===== config.mk =====
export PLATFORM = sky130hd
export DESIGN_NAME = elevator_scheduler
export DESIGN_NICKNAME = d
export VERILOG_FILES = /design/src/rtl/elevator_pkg.sv /design/src/rtl/elevator_tick_timer.sv /design/src/rtl/elevator_scheduler.sv
export SDC_FILE = /design/constraint.sdc
export NUM_CORES = 1
export LEC_CHECK = 0
export CORE_MARGIN = 5
export CORE_UTILIZATION = 53
export CTS_CLUSTER_SIZE = 24
export DETAILED_ROUTE_END_ITERATION = 7
export PLACE_DENSITY = 0.76
export SLEW_MARGIN = 0
export SYNTH_ARGS = -nofsm -noshare
export SYNTH_HDL_FRONTEND = slang
export SYNTH_SLANG_ARGS = --single-unit

===== constraint.sdc =====
create_clock -name clk -period 7.39 [get_ports clk]
set_clock_uncertainty 0.2 [all_clocks]
set_input_delay 1.1085 -clock clk [delete_from_list [all_inputs] [get_ports clk]]
set_output_delay 1.1085 -clock clk [all_outputs]
set_load 0.02 [all_outputs]

===== src/rtl/elevator_pkg.sv =====
// Shared types and floor-code constants for the elevator scheduler slice.
package elevator_pkg;

  typedef enum logic [1:0] {IDLE, MOVE, DOOR} state_t;

  localparam int FLOOR_W = 3;
  localparam logic [FLOOR_W-1:0] FLOOR_NONE   = 3'd0;
  localparam logic [FLOOR_W-1:0] FLOOR_BOTTOM = 3'd1;

endpackage


===== src/rtl/elevator_tick_timer.sv =====
// Down-counter paced by the divider tick; shared by the travel and door phases.
module elevator_tick_timer #(
  parameter int W = 2
) (
  input  logic         clk,
  input  logic         rst,
  input  logic         tick,
  input  logic         en,
  input  logic         load,
  input  logic [W-1:0] load_val,
  output logic         done
);

  logic [W-1:0] value;

  always_ff @(posedge clk or negedge rst) begin
    if (!rst) begin
      value <= '0;
    end else if (load) begin
      value <= load_val;
    end else if (en && tick && value != '0) begin
      value <= value - 1'b1;
    end
  end

  // done marks the tick that takes the count from 1 to 0
  assign done = en && tick && (value == W'(1));

endmodule


===== src/rtl/elevator_scheduler.sv =====
// SCAN-order car scheduler: latches floor requests, steps the car and holds the door.
module elevator_scheduler
  import elevator_pkg::*;
#(
  parameter int NUM_FLOORS = 5,
  parameter int MOVE_TICKS = 2,
  parameter int DOOR_TICKS = 3
) (
  input  logic                  clk,
  input  logic                  rst,
  input  logic                  tick,
  input  logic                  req_valid,
  input  logic [FLOOR_W-1:0]    req_floor,
  output logic [FLOOR_W-1:0]    cur_floor,
  output logic                  dir_up,
  output logic                  moving,
  output logic                  door_open,
  output logic [NUM_FLOORS-1:0] pending
);

  localparam int TMAX = (MOVE_TICKS > DOOR_TICKS) ? MOVE_TICKS : DOOR_TICKS;
  localparam int TW   = $clog2(TMAX + 1);
  localparam logic [TW-1:0]      MOVE_LOAD = TW'(MOVE_TICKS);
  localparam logic [TW-1:0]      DOOR_LOAD = TW'(DOOR_TICKS);
  localparam logic [FLOOR_W-1:0] TOP_FLOOR = FLOOR_W'(NUM_FLOORS);

  function automatic logic [NUM_FLOORS-1:0] floor_mask(input logic [FLOOR_W-1:0] f);
    floor_mask = '0;
    for (int unsigned i = 0; i < NUM_FLOORS; i++)
      if (f == FLOOR_W'(i + 1)) floor_mask[i] = 1'b1;
  endfunction

  // {any request elsewhere, direction to take}: keep heading if work lies ahead
  function automatic logic [1:0] pick_dir(input logic [NUM_FLOORS-1:0] m,
                                          input logic [FLOOR_W-1:0]    f,
                                          input logic                  up);
    logic above, below, ahead;
    above = 1'b0;
    below = 1'b0;
    for (int unsigned i = 0; i < NUM_FLOORS; i++) begin
      if (FLOOR_W'(i + 1) > f)      above = above | m[i];
      else if (FLOOR_W'(i + 1) < f) below = below | m[i];
    end
    ahead    = up ? above : below;
    pick_dir = {above | below, ahead ? up : ~up};
  endfunction

  state_t                state, state_n;
  logic [FLOOR_W-1:0]    floor_n, next_step;
  logic                  dir_n, open_req, open_n;
  logic [NUM_FLOORS-1:0] pend_n, set_mask, clr_mask, req_mask, cur_mask, step_mask;
  logic                  req_ok, req_here, req_step;
  logic                  tmr_load, tmr_done;
  logic [TW-1:0]         tmr_val;
  logic [1:0]            pick;

  assign req_ok    = req_valid && req_floor >= FLOOR_BOTTOM && req_floor <= TOP_FLOOR;
  assign req_mask  = req_ok ? floor_mask(req_floor) : '0;
  assign req_here  = req_ok && req_floor == cur_floor;
  assign cur_mask  = floor_mask(cur_floor);
  assign next_step = dir_up ? ((cur_floor == TOP_FLOOR)    ? cur_floor : cur_floor + 1'b1)
                            : ((cur_floor == FLOOR_BOTTOM) ? cur_floor : cur_floor - 1'b1);
  assign step_mask = floor_mask(next_step);
  assign req_step  = req_ok && req_floor == next_step;

  elevator_tick_timer #(.W(TW)) u_timer (
    .clk      (clk),
    .rst      (rst),
    .tick     (tick),
    .en       (state != IDLE),
    .load     (tmr_load),
    .load_val (tmr_val),
    .done     (tmr_done)
  );

  always_comb begin
    state_n  = state;
    floor_n  = cur_floor;
    dir_n    = dir_up;
    open_n   = open_req;
    set_mask = '0;
    clr_mask = '0;
    tmr_load = 1'b0;
    tmr_val  = MOVE_LOAD;
    pick     = '0;
    case (state)
      IDLE: begin
        if (open_req || |(pending & cur_mask)) begin
          state_n  = DOOR;
          clr_mask = cur_mask;
          open_n   = 1'b0;
          tmr_load = 1'b1;
          tmr_val  = DOOR_LOAD;
        end else if (|pending) begin
          pick     = pick_dir(pending, cur_floor, 1'b1);
          state_n  = MOVE;
          dir_n    = pick[0];
          tmr_load = 1'b1;
        end
        // a call for the parked floor opens the door without ever entering pending
        if (req_here && state_n == IDLE) open_n = 1'b1;
        else if (!(req_here && state_n == DOOR)) set_mask = req_mask;
      end
      MOVE: begin
        if (tmr_done) begin
          floor_n = next_step;
          if (|((pending | req_mask) & step_mask)) begin
            state_n  = DOOR;
            clr_mask = step_mask;
            tmr_load = 1'b1;
            tmr_val  = DOOR_LOAD;
          end else begin
            pick = pick_dir(pending, next_step, dir_up);
            if (pick[1]) begin
              dir_n    = pick[0];
              tmr_load = 1'b1;
            end else begin
              state_n = IDLE;
            end
          end
        end
        if (!(tmr_done && req_step)) set_mask = req_mask;
      end
      DOOR: begin
        if (req_here) begin
          tmr_load = 1'b1;
          tmr_val  = DOOR_LOAD;
        end else begin
          set_mask = req_mask;
          if (tmr_done) begin
            pick = pick_dir(pending, cur_floor, dir_up);
            if (pick[1]) begin
              state_n  = MOVE;
              dir_n    = pick[0];
              tmr_load = 1'b1;
            end else begin
              state_n = IDLE;
            end
          end
        end
      end
      default: state_n = IDLE;
    endcase
    pend_n = (pending & ~clr_mask) | set_mask;
  end

  always_ff @(posedge clk or negedge rst) begin
    if (!rst) begin
      state     <= IDLE;
      cur_floor <= FLOOR_BOTTOM;
      dir_up    <= 1'b1;
      pending   <= '0;
      open_req  <= 1'b0;
    end else begin
      state     <= state_n;
      cur_floor <= floor_n;
      dir_up    <= dir_n;
      pending   <= pend_n;
      open_req  <= open_n;
    end
  end

  assign moving    = (state == MOVE);
  assign door_open = (state == DOOR);

endmodule


* Word level (Yosys, flattened, before mapping)
Index checks and enable logic that the tools add are counted.
** Operators by class
- Order comparisons :: 22
- Reductions and logical operators :: 25
- Mux-type cells :: 179
- Add/sub/neg operators :: 3
- Eq/ne operators :: 32
- Bitwise operators :: 29
** Operators with widths (count)
- $mux 1 :: 152
- $mux 5 :: 8
- $or 1x1->1 :: 22
- $mux 2 :: 10
- $eq 3x2->1 const B :: 6
- $eq 3x3->1 const B :: 6
- $and 5x5->5 :: 3
- $pmux 5 s3 :: 1
- $reduce_or 5->1 :: 3
- $gt 2x3->1 const A :: 4
- $gt 3x3->1 const A :: 4
- $lt 2x3->1 const A :: 4
- $lt 3x3->1 const A :: 4
- $ne 2x2->1 const B :: 6
- $reduce_and 11->1 :: 1
- $logic_and 1x1->1 :: 10
- $or 5x5->5 :: 2
- $pmux 5 s2 :: 1
- $eq 3x1->1 const B :: 3
- $mux 3 :: 3
- $pmux 1 s3 :: 3
- $ne 2x1->1 const B :: 4
- $reduce_bool 2->1 :: 4
- $eq 3x3->1 :: 2
- 18 further kinds :: 24
** Word-level totals
- Output and inout bits :: 11
- Bits in registers :: 14
- Bits of input ports :: 7
- Word-level logic and storage cells :: 296

* Longest topological paths before layout
Gate-level depths: netlist (run 1).
- Depth in word-level cells :: 40
- Depth in mapped cells :: 12
- Mapped depth without buffers :: 10

* Hierarchy
From an unflattened synthesis (run 1), not the netlist that was laid out.
** Unflattened totals
- Cell total of the unflattened synthesis :: 218
- Area total of the unflattened synthesis :: 1726.7 um2
** Modules (own cells, without submodules)
- elevator_scheduler :: seq. area each 302.8 um2, times used 1, area an instance 1581.5 um2, cells each 204
- elevator_tick_timer :: seq. area each 50.0 um2, times used 1, area an instance 145.1 um2, cells each 14

* Worst setup path before layout (run 1)
OpenSTA, ideal clock, no wires.
- Kind :: register -> register
- Start point :: register cur_floor[0]
- End point :: register pending[0]
- Clock period less this slack :: 3.205 ns
- Buffers on the path :: 0
- Slack :: 4.185 ns
- Library setup time :: 0.122 ns
- Cell stages (with the launch flop) :: 10
- Arrival time :: 2.883 ns
- Data required time :: 7.068 ns
- Cell sequence :: dfstp_2 -> inv_2 -> ha_1 -> and2b_1 -> a311oi_4 -> o211ai_1 -> a2111oi_0 -> o22ai_1 -> and3_1 -> a32o_1
** On the way
- Word-level cells in the longest chain between the ends :: 13
- Elaborated cells on any way between the ends :: 53
- Those cells by class :: add/sub: 2; eq/ne: 13; mux: 24; bitwise: 5; reduce/logical: 9
** Ends and longest elaborated chain
- from (decl) :: line elevator_scheduler.sv:14 : output logic [FLOOR_W-1:0] cur_floor,
- from (signal assigned) :: line elevator_scheduler.sv:156 : cur_floor <= floor_n;
- $sub 3x1->3 (tied with other cells) :: line elevator_scheduler.sv:62 : : ((cur_floor == FLOOR_BOTTOM) ? cur_floor : cur_floor - 1'b1);
- $mux 3 (tied with other cells) :: line elevator_scheduler.sv:62
- $mux 3 / $and 5x5->5 (equally long branches) :: line elevator_scheduler.sv:61, elevator_scheduler.sv:88
- $eq 3x1->1 (tied with other cells) :: line elevator_scheduler.sv:30 : if (f == FLOOR_W'(i + 1)) floor_mask[i] = 1'b1;
- $mux 1 / $logic_or 1x1->1 (equally long branches) :: line elevator_scheduler.sv:30, elevator_scheduler.sv:88
- $and 5x5->5 / $mux 2 (equally long branches) :: line elevator_scheduler.sv:107, elevator_scheduler.sv:88
- $reduce_or 5->1 / $mux 2 (equally long branches) :: line elevator_scheduler.sv:107, elevator_scheduler.sv:86
- $mux 5 / $eq 2x2->1 (equally long branches) :: line elevator_scheduler.sv:107, elevator_scheduler.sv:102
- $mux 5 / $logic_and 1x1->1 (equally long branches) :: line elevator_scheduler.sv:105, elevator_scheduler.sv:102
- $pmux 5 s2 / $mux 5 (equally long branches) :: line elevator_scheduler.sv:86, elevator_scheduler.sv:102
- $not 5->5 / $mux 5 (equally long branches) :: line elevator_scheduler.sv:144, elevator_scheduler.sv:101
- $and 5x5->5 / $pmux 5 s3 (equally long branches) :: line elevator_scheduler.sv:144, elevator_scheduler.sv:86
- $or 5x5->5 * :: line elevator_scheduler.sv:144 : pend_n = (pending & ~clr_mask) | set_mask;
- named net pend_n[0] :: line elevator_scheduler.sv:51 : logic [NUM_FLOORS-1:0] pend_n, set_mask, clr_mask, req_mask, cur_mask, step_mask;
- to (signal assigned) :: line elevator_scheduler.sv:158 : pending <= pend_n;
- to (decl) :: line elevator_scheduler.sv:18 : output logic [NUM_FLOORS-1:0] pending
Mark *: on every way through the listed nets, which the timed path passes. The rest lies on a longest branch. The select of a mux whose other input is x is not followed.
A chain may end at the register's enable or synchronous reset.

* Worst setup path in the final report (run 1)
Ends and elaborated chain as after synthesis.

==> results.md, run 1 <==
Setup path:
- The worst register-to-register path begins at cur_floor[0]$_DFFE_PN1P_.
- Data on the critical path is required at its endpoint by 7.37 ns.
- The slowest library cell on the worst path is sky130_fd_sc_hd__dfstp_2.
- Walking the worst path, the cells encountered are inv_2 -> ha_1 -> and2b_1 -> a311oi_4 -> o211ai_1 -> a2111oi_0 -> o22ai_1 -> and3_1 -> a32o_1.
- Along the worst path, the maximum fanout reaches 18.
- On the critical path the largest part of the delay comes from compound AO/OA/AOI/OAI gates.
- The critical path starts at cur_floor[0]$_DFFE_PN1P_.
- The critical path in this run is classified as reg2reg.
- STA classifies the critical path startpoint as a flip-flop.
- Counting buffers and inverters, the worst setup path is 9 cells deep.
- The type of element capturing the critical path is a flip-flop.
- Counting cells, the worst reg-to-reg path comes to 9.
- The largest stage delay on the critical path is roughly 0.76 ns.
- The endpoint arrival time on the critical path is about 3.7 ns.
- The number of buffers and inverters on the critical path is 1.

Worst hold path:
- Along the worst hold path, the cell count comes to 2.
- The worst hold path begins at open_req$_DFFE_PN0P_.
- The worst hold path class is reg2reg.

Place:
- The count of port buffers added during placement is 17.
- The HPWL after detailed placement is between 3000 and 4000 um.
- The total placed instance area is 1852 um2.
- Routability-driven placement finished with a final weighted congestion of 0.9793.

Synth:
- Counting flops and latches in the post-synthesis netlist gives 14.
- The Yosys step of the flow raised 0 warnings.
- Among all flip-flop cells after synthesis, the most frequent one is sky130_fd_sc_hd__dfrtp_1.
- The post-synthesis cell area is between 1500 and 2000 um2.
- In this run, synthesis inferred 0 flip-flops with an integrated enable.
- The count of mapped cells out of synthesis is around 210.
- For this run, asynchronously set or reset flops after synthesis account for 100.0%.
- The unique cell type count in the Yosys netlist is 62.
- Sequential elements use 21.08% of the synthesized area.
- A synthesized cell averages 7.823 um2.
- The net count of the mapped netlist is roughly 230.

Clocking:
- The number of sinks driven by the clock tree is 14.
- TritonCTS built the clock tree.
- The clock latency reported for the late side of the worst-skew pair is about 0.3 ns.
- The number of hold buffers added after cts is 0.
- In this run the post-CTS setup repair buffer count came out at 0.
- After clock tree synthesis, the clock-pin slew on the worst setup and hold paths is 0.10 ns.
- The largest buffer count on any clock path is 2.
- In this run the number of H-tree levels came out at 1.
- The clock root buffer master is sky130_fd_sc_hd__clkbuf_4.
- Counting the buffers created by CTS gives 3.
- The number of gates resized after CTS is 0.

STA:
- The number of max-slew violations in the final report was 0.
- The sum of negative setup slack is 0 ns.
- Setup repair after global routing left no endpoint under its margin.
- The final-report hold violation count is 0.
- The achievable clock frequency is 270.5 MHz.
- The part of the cycle the worst path needs is 50.03%.
- The worst relative slew slack is a little over half.
- After layout, the minimum clock period comes to 3.697 ns.
- At the pin with the least slew margin, the transition time is 0.6900 ns.
- Setup violations remaining at the end of the flow were counted as 0.

Final layout:
- The number of fill cells is a little under 300.
- The final non-filler cell area is 1888 um2.
- Summing all multi-input logic gate instances after layout gives 1214 um2.
- The number of nets in the final layout is between 200 and 250.
- The signed area change from the synthesized netlist to the final layout is 12.78%.
- Of the cells placed in the final design, the portion with a size suffix greater than 1 is around 8.4%.
- The area taken by flip-flops and latches is roughly 350 um2.
- The repair_antennas step left the layout with diodes totalling 0.

GRT:
- Entering global routing, the biggest net connects 19 pins.
- The number of antenna violations at the first check in global routing is 0.
- The number of global-route vias before repair came to 1662.
- After global routing the overflow that remains totals 0.
- The first-pass GRT wire length is ~8100 um.
- Across every metal layer, demand over resource in global routing totals between 20% and 30%.

Drt:
- After detailed routing, the number of vias per cell comes to 6.541.
- The total wire length is around 4800 um.
- The overall via count from detail_route is about 1.8k.
- After detailed routing, the number of remaining DRC violations is 0.
- The first routing iteration left a little over 200 violations.
- The remaining antenna violation count after routing is 0.
- In the final routed layout, each cell accounts on average for between 15 and 20 um.
- The first-pass iteration count of the detailed router is 6.

Pwr:
- The peak supply drop is 244.4 uV.
- Net switching is between 50% and 60% of the power.
- The proportion of power drawn by flip-flops and latches is about a fifth.
- Of the total power, combinational logic draws around three quarters.
- The clock network is responsible for 5.7% of the overall power.
- The analysis attributes to cell leakage a power of roughly 0.74 nW.
- The total internal power is between 0.0004 and 0.0005 W.
- The net switching component of the power is ~0.00056 W.
- Power spread over the standard cell area amounts to around 550 nW/um2.

Run status:
- The run finished with clean final reports.

Die:
- The die span in y is 66.20 um.
- The floorplan step defined a core boundary enclosing between 3000 and 4000 um2.
- The die area is ~4400 um2.
- The top-level I/O count is 18.
- In this run the horizontal extent of the chip is between 60 and 70 um.
- The initialized floorplan defines 20 standard-cell rows.
- The initial utilization of the core area, before any placement, comes to a little over half.

Flow run:
- The total of max-cap violations is 0.
[per-stage QoR]
step,hold WS [ns],total power [W],setup WS (ns),instances,utilization (%)
finish,0.3844,0.001031,3.693,270,61.84
CTS,0.3719,0.001015,3.755,270,61.84
global placement,0.3532,0.0009289,3.743,266,60.66
detailed placement,0.3559,0.0009519,3.710,266,60.66
global route,0.3999,0.001115,3.454,270,61.84
floorplan,0.2963,0.0007683,4.185,214,-
[power groups by stage]
stage	clock network (W)	registers (W)	logic [W]
after floorplan	0	0.000180	0.000588
after detailed placement	0	0.000207	0.000745
final	0.0000589	0.000211	0.000761
after CTS	0.0000602	0.000205	0.000750
after global placement	0	0.000204	0.000725
after global routing	0.0000639	0.000218	0.000833
[sequential cells by signal (all words and copies together), names as in the netlist]
name	cells
cur_floor	3
dir_up	1
open_req	1
pending	5
state	2
u_timer.value	2
[final cells by class]
cell class	instances	area share, %
Sequential cell	14	18.69
Tap cell	44	2.916
Multi-Input combinational cell	175	64.28
Clock buffer	4	1.922
Inverter	16	3.181
Timing Repair Buffer	17	9.013
[cells by family (layout without fill, tap and decap cells)]
kind of cell	Yosys count	after routing	synth area share, %
AO/OA/AOI/OAI	78	78	35.43
multiplexers	2	2	1.495
flip-flops	14	14	21.08
XOR/XNOR	3	3	1.570
adder cells (fa/ha/maj)	11	11	8.221
buffers and inverters	25	37	6.428
AND/OR/NAND/NOR	81	81	25.79
[worst paths after layout]
| check | slack [ns] | endpoint |
|---|---|---|
| max in group asynchronous | 5.52 | u_timer.value[1]$_DFFE_PN0P_ |
| worst max-delay path | 3.69 | pending[0]$_DFF_PN0_ |
| worst max register to register | 3.69 | pending[0]$_DFF_PN0_ |
| worst min register to register | 0.38 | open_req$_DFFE_PN0P_ |
| min in group asynchronous | 1.02 | open_req$_DFFE_PN0P_ |
| worst min-delay path | 0.38 | open_req$_DFFE_PN0P_ |
[Yosys cell counts, drive strengths merged (6+ instances only)]
| cell | instances | area, um2 |
|---|---|---|
| inv | 16 | 60.06 |
| a22oi | 6 | 45.04 |
| a21oi | 10 | 53.80 |
| ha | 11 | 137.6 |
| nand3 | 12 | 60.06 |
| dfrtp | 12 | 300.3 |
| nand2 | 19 | 73.82 |
| o21ai | 18 | 90.09 |
| nor2b | 8 | 52.55 |
| nor3 | 6 | 30.03 |
| nor2 | 14 | 52.55 |
| a31oi | 6 | 37.54 |
[placed cells by master (no fill, tap or decap), types with 2 or more instances in the layout]
cell                              synthesis  layout
sky130_fd_sc_hd__o221ai_1                 3       3
sky130_fd_sc_hd__inv_2                    2       2
sky130_fd_sc_hd__nand2b_1                 3       3
sky130_fd_sc_hd__nand3_1                 12      12
sky130_fd_sc_hd__o22ai_1                  3       3
sky130_fd_sc_hd__a32o_1                   5       5
sky130_fd_sc_hd__o21ai_1                  4       4
sky130_fd_sc_hd__or3_1                    2       2
sky130_fd_sc_hd__a21boi_0                 2       2
sky130_fd_sc_hd__and3_1                   4       4
sky130_fd_sc_hd__nor3_1                   6       6
sky130_fd_sc_hd__xnor2_1                  2       2
sky130_fd_sc_hd__dfstp_2                  2       2
sky130_fd_sc_hd__ha_1                    11      11
sky130_fd_sc_hd__o21ai_0                 14      14
sky130_fd_sc_hd__and2_1                   3       3
sky130_fd_sc_hd__clkdlybuf4s50_1          0      17
sky130_fd_sc_hd__nand2_1                 18      18
sky130_fd_sc_hd__o21a_1                   3       3
sky130_fd_sc_hd__inv_1                   14      14
sky130_fd_sc_hd__a31oi_1                  6       6
sky130_fd_sc_hd__nor2b_1                  7       7
sky130_fd_sc_hd__clkbuf_4                 0       3
sky130_fd_sc_hd__a22o_1                   2       2
sky130_fd_sc_hd__a22oi_1                  6       6
sky130_fd_sc_hd__a311o_1                  2       2
sky130_fd_sc_hd__o31ai_1                  2       2
sky130_fd_sc_hd__a221oi_1                 2       2
sky130_fd_sc_hd__nor2_1                  14      14
sky130_fd_sc_hd__a21oi_1                  9       9
sky130_fd_sc_hd__dfrtp_1                 12      12
sky130_fd_sc_hd__and2b_1                  2       2
[layer usage]
metal,wire length (um),vias up,global-route usage [%]
li1,-,827,-
met1,2066,827,32.95
met2,2224,100,38.41
met3,429,12,4.592
met4,85,0,6.091
met5,0,-,0
[worst register-to-register path, cell delays in order, from the launching register on]
cell and delay [ns]:
sky130_fd_sc_hd__dfstp_2 0.76, sky130_fd_sc_hd__inv_2 0.16, sky130_fd_sc_hd__ha_1 0.40, sky130_fd_sc_hd__and2b_1 0.24, sky130_fd_sc_hd__a311oi_4 0.51, sky130_fd_sc_hd__o211ai_1 0.16, sky130_fd_sc_hd__a2111oi_0 0.46, sky130_fd_sc_hd__o22ai_1 0.22
sky130_fd_sc_hd__and3_1 0.26, sky130_fd_sc_hd__a32o_1 0.22
Power figures use the tool's default switching activity.
==> inputs of run 2 (changes only) <==
CORE_UTILIZATION = 51   (was 53)
clock period = 3.2 ns   (was 7.39 ns; I/O delays follow)
==> run 2 against run 1 <==
Combinational power rose to 2.7 times the previous value. Total power rose to 2.5 times the previous value. Critical path depth up 1. Hold slack worse by 0.012 ns. Count of clock-buffer cells in the layout unchanged. Fmax up 20%. Highest routed layer unchanged. Cell area up 7.5%. Setup slack worse by 3.6 ns. Sequential power up 94%. Final cell count up 4.4%.
==> results.md, run 2 (synthesis gave the netlist of run 1 again) <==
Clocking:
- The clock root buffer master is sky130_fd_sc_hd__clkbuf_4 (unchanged).
- The number of buffers inserted during clock tree synthesis is 3 (unchanged).
- The TritonCTS clock tree is yes (unchanged).
- The clock latency reported for the late side of the worst-skew pair is 0.30 ns (about the same).
- The largest buffer count on any clock path is 2 (unchanged).
- The H-tree depth reported by CTS is 1 (unchanged).
- The number of sinks driven by the clock tree came to 14 (unchanged).
- The clock-pin slew reported for the worst setup and hold paths after clock tree synthesis came to 0.10 ns (about the same).

Drt:
- The detail-routed net length per standard cell is 16.65 um (was 17.80 um).
- The total wire length is 4696 um (was 4806 um).
- The first-pass iteration count of the detailed router is 5 (was 6).
- The DRC violation count after routing is 0 (unchanged).
- The overall via count from detail_route is 1822 (was 1766).
- The remaining antenna violation count after routing is 0 (unchanged).
- The via count normalized by instance count is 6.461 (was 6.541).
- The detailed router's first-iteration violation count was 231 (was 204).

Pwr:
- The peak supply drop is 643.3 uV (was 244.4 uV).
- The total power divided by cell area is 1282 nW/um2 (was 546.1 nW/um2).
- The leakage power came to 0.8021 nW (was 0.7410 nW).

Run status:
- Run status: complete, no violations (unchanged).

STA:
- The pin slew with the least headroom to its limit was 0.6955 ns (was 0.6900 ns).
- The achievable clock frequency is 323.4 MHz (was 270.5 MHz).
- The final-report hold violation count is 0 (unchanged).
- The worst relative slew slack is 53.49% (was 53.86%).
- The final-report setup violation count came to 0 (unchanged).
- The number of max-slew violations in the final report came to 0 (unchanged).
- The final hold slack is 0.3724 ns (was 0.3844 ns).
- The clock period minus worst slack is 3.092 ns (was 3.697 ns).
- The part of the cycle the worst path needs was 96.62% (was 50.03%).

Setup path:
- The data required time at the worst endpoint is 3.19 ns (was 7.37 ns).
- The startpoint class of the critical path is a flip-flop (unchanged).
- The largest stage delay on the critical path is 0.56 ns (was 0.76 ns).
- The largest fanout on the critical path is 9 (was 18).
- Critical path cell sequence: inv_2 -> ha_1 -> inv_1 -> o21ai_0 -> a2bb2oi_2 -> a311o_1 -> and3_4 -> or3_4 -> o211a_1 -> mux2_4 (was inv_2 -> ha_1 -> and2b_1 -> a311oi_4 -> o211ai_1 -> a2111oi_0 -> o22ai_1 -> and3_1 -> a32o_1).
- The number of buffers and inverters on the critical path is 2 (was 1).
- The family with the most delay on the worst path is compound AO/OA/AOI/OAI gates (unchanged).
- The slowest library cell on the worst path is sky130_fd_sc_hd__dfstp_2 (unchanged).
- The endpoint arrival time on the critical path is 3.08 ns (was 3.68 ns).
- The type of the setup path with the least slack is reg2reg (unchanged).
- The type of element capturing the critical path is a flip-flop (unchanged).

Die:
- The width of the chip came to 67.30 um (was 66.20 um).
- The area of the placeable core is 3103 um2 (was 3053 um2).
- The starting density of the core is 53.95% (was 54.84%).
- The die area was 4529 um2 (was 4382 um2).
- The number of placement rows came to 20 (unchanged).
- The top-level I/O count is 18 (unchanged).
- The die span in y is 67.30 um (was 66.20 um).

Final layout:
- Registers with the most flip-flops: pending: 5 flops, cur_floor: 3 flops (unchanged).
- The leading cell type in the layout, fill and taps excluded is sky130_fd_sc_hd__nand2_1 (unchanged).
- The number of fill cells is 288 (was 295).
- Commonest cells after routing, fill and taps aside: sky130_fd_sc_hd__nand2_1 (18), sky130_fd_sc_hd__clkdlybuf4s50_1 (17), sky130_fd_sc_hd__inv_1 (14), sky130_fd_sc_hd__o21ai_0 (14), sky130_fd_sc_hd__nor2_1 (14) (unchanged).
- The register ranked first by flip-flop count is pending (unchanged).
- The number of nets in the final layout is 257 (was 245).
- The fraction of the core area covered by cells at the end of the flow is 65.40% (was 61.84%).
- The total inserted antenna cells is 0 (unchanged).
- The area taken by flip-flops and latches is 352.8 um2 (unchanged).
- The signed area change from the synthesized netlist to the final layout is 21.23% (was 12.78%).
- The multi-input combinational cell area is 1265 um2 (was 1214 um2).
- The layout cell share with drive strength beyond 1 was 17.23% (was 8.407%).
- The number of flip-flops under the largest register name is 5 (unchanged).

GRT:
- The first-pass GRT wire length is 7783 um (was 8128 um).
- The number of global-route vias before repair is 1638 (was 1662).
- The combined global-route utilization of all metal layers came to 22.37% (was 24.03%).
- The total grt overflow came to 0 (unchanged).
- The number of antenna violations at the first check in global routing is 0 (unchanged).
- The pin count of the biggest net entering global routing is 15 (was 19).

Flow run:
- The total of max-cap violations came to 0 (unchanged).

Place:
- The routability-driven placement congestion ratio is 0.9451 (was 0.9793).
- The HPWL after detailed placement is 3521 um (was 3663 um).
- The count of port buffers added during placement came to 17 (unchanged).

Worst hold path:
- The worst hold path class is reg2reg (unchanged).
run 2: changes by cell type in the layout (fill, tap and decap cells not counted), sizes merged:
cell / delta
buf: +12
run 2: routing by layer:
| metal | share of wire (%) | GRT usage (%) |
|---|---|---|
| met3 | 9.9 | 2.995 |
| met2 | 44 | 33.62 |
| met5 | 0 | 0 |
| met1 | 45 | 32.32 |
| met4 | 1.9 | 8.354 |
run 2: per-stage QoR:
stage	setup slack, ns	cell area, um2	TNS (ns)	std cells	total power [W]
finish	0.1081	2029	0	282	0.002601
global route	-0.005339	2029	-0.005339	282	0.002813
CTS	0.03913	1972	0	281	0.002463
detailed placement	0.01401	1934	0	277	0.002314
global placement	0.09097	1934	0	277	0.002304
floorplan	0.05195	1674	0	214	0.001778
run 2: final timing paths:
| path | startpoint | end | slack, ns | cells after the start |
|---|---|---|---|---|
| setup / recovery | cur_floor[0]$_DFFE_PN1P_ | state[1]$_DFFE_PN0P_ | 0.11 | 10 |
| hold / removal | open_req$_DFFE_PN0P_ | open_req$_DFFE_PN0P_ | 0.37 | 2 |
| setup reg to reg | cur_floor[0]$_DFFE_PN1P_ | state[1]$_DFFE_PN0P_ | 0.11 | 10 |
| hold reg to reg | open_req$_DFFE_PN0P_ | open_req$_DFFE_PN0P_ | 0.37 | 2 |
| max in group asynchronous | rst | state[0]$_DFFE_PN0P_ | 1.97 | 1 |
| min in group asynchronous | rst | pending[0]$_DFF_PN0_ | 0.39 | 1 |
run 2: worst min-delay path, delay by kind of cell (launching register included):
| family | cells | cell delay (ns) |
|---|---|---|
| flip-flops | 1 | 0.41 |
| AO/OA/AOI/OAI | 1 | 0.07 |
| buffers and inverters | 1 | 0.05 |
run 2: power by group:
group          switching (W)  leakage, nW  internal (W)  total (W)
clock              0.0000694       0.0210     0.0000694   0.000139
sequential          0.000146        0.159      0.000264   0.000410
combinational        0.00112        0.622      0.000931    0.00205
run 2: layout make-up:
cell class	instances	area share [%]
Tap cell	44	2.713
Sequential cell	14	17.39
Multi-Input combinational cell	175	62.33
Timing Repair Buffer	29	12.82
Clock buffer	4	1.788
Inverter	16	2.959
run 2: repair_timing:
item	CTS	global route
setup buffers	0	1
resized for setup	1	10
pin swaps	0	5
hold buffers	0	0
setup endpoints to repair	2	7
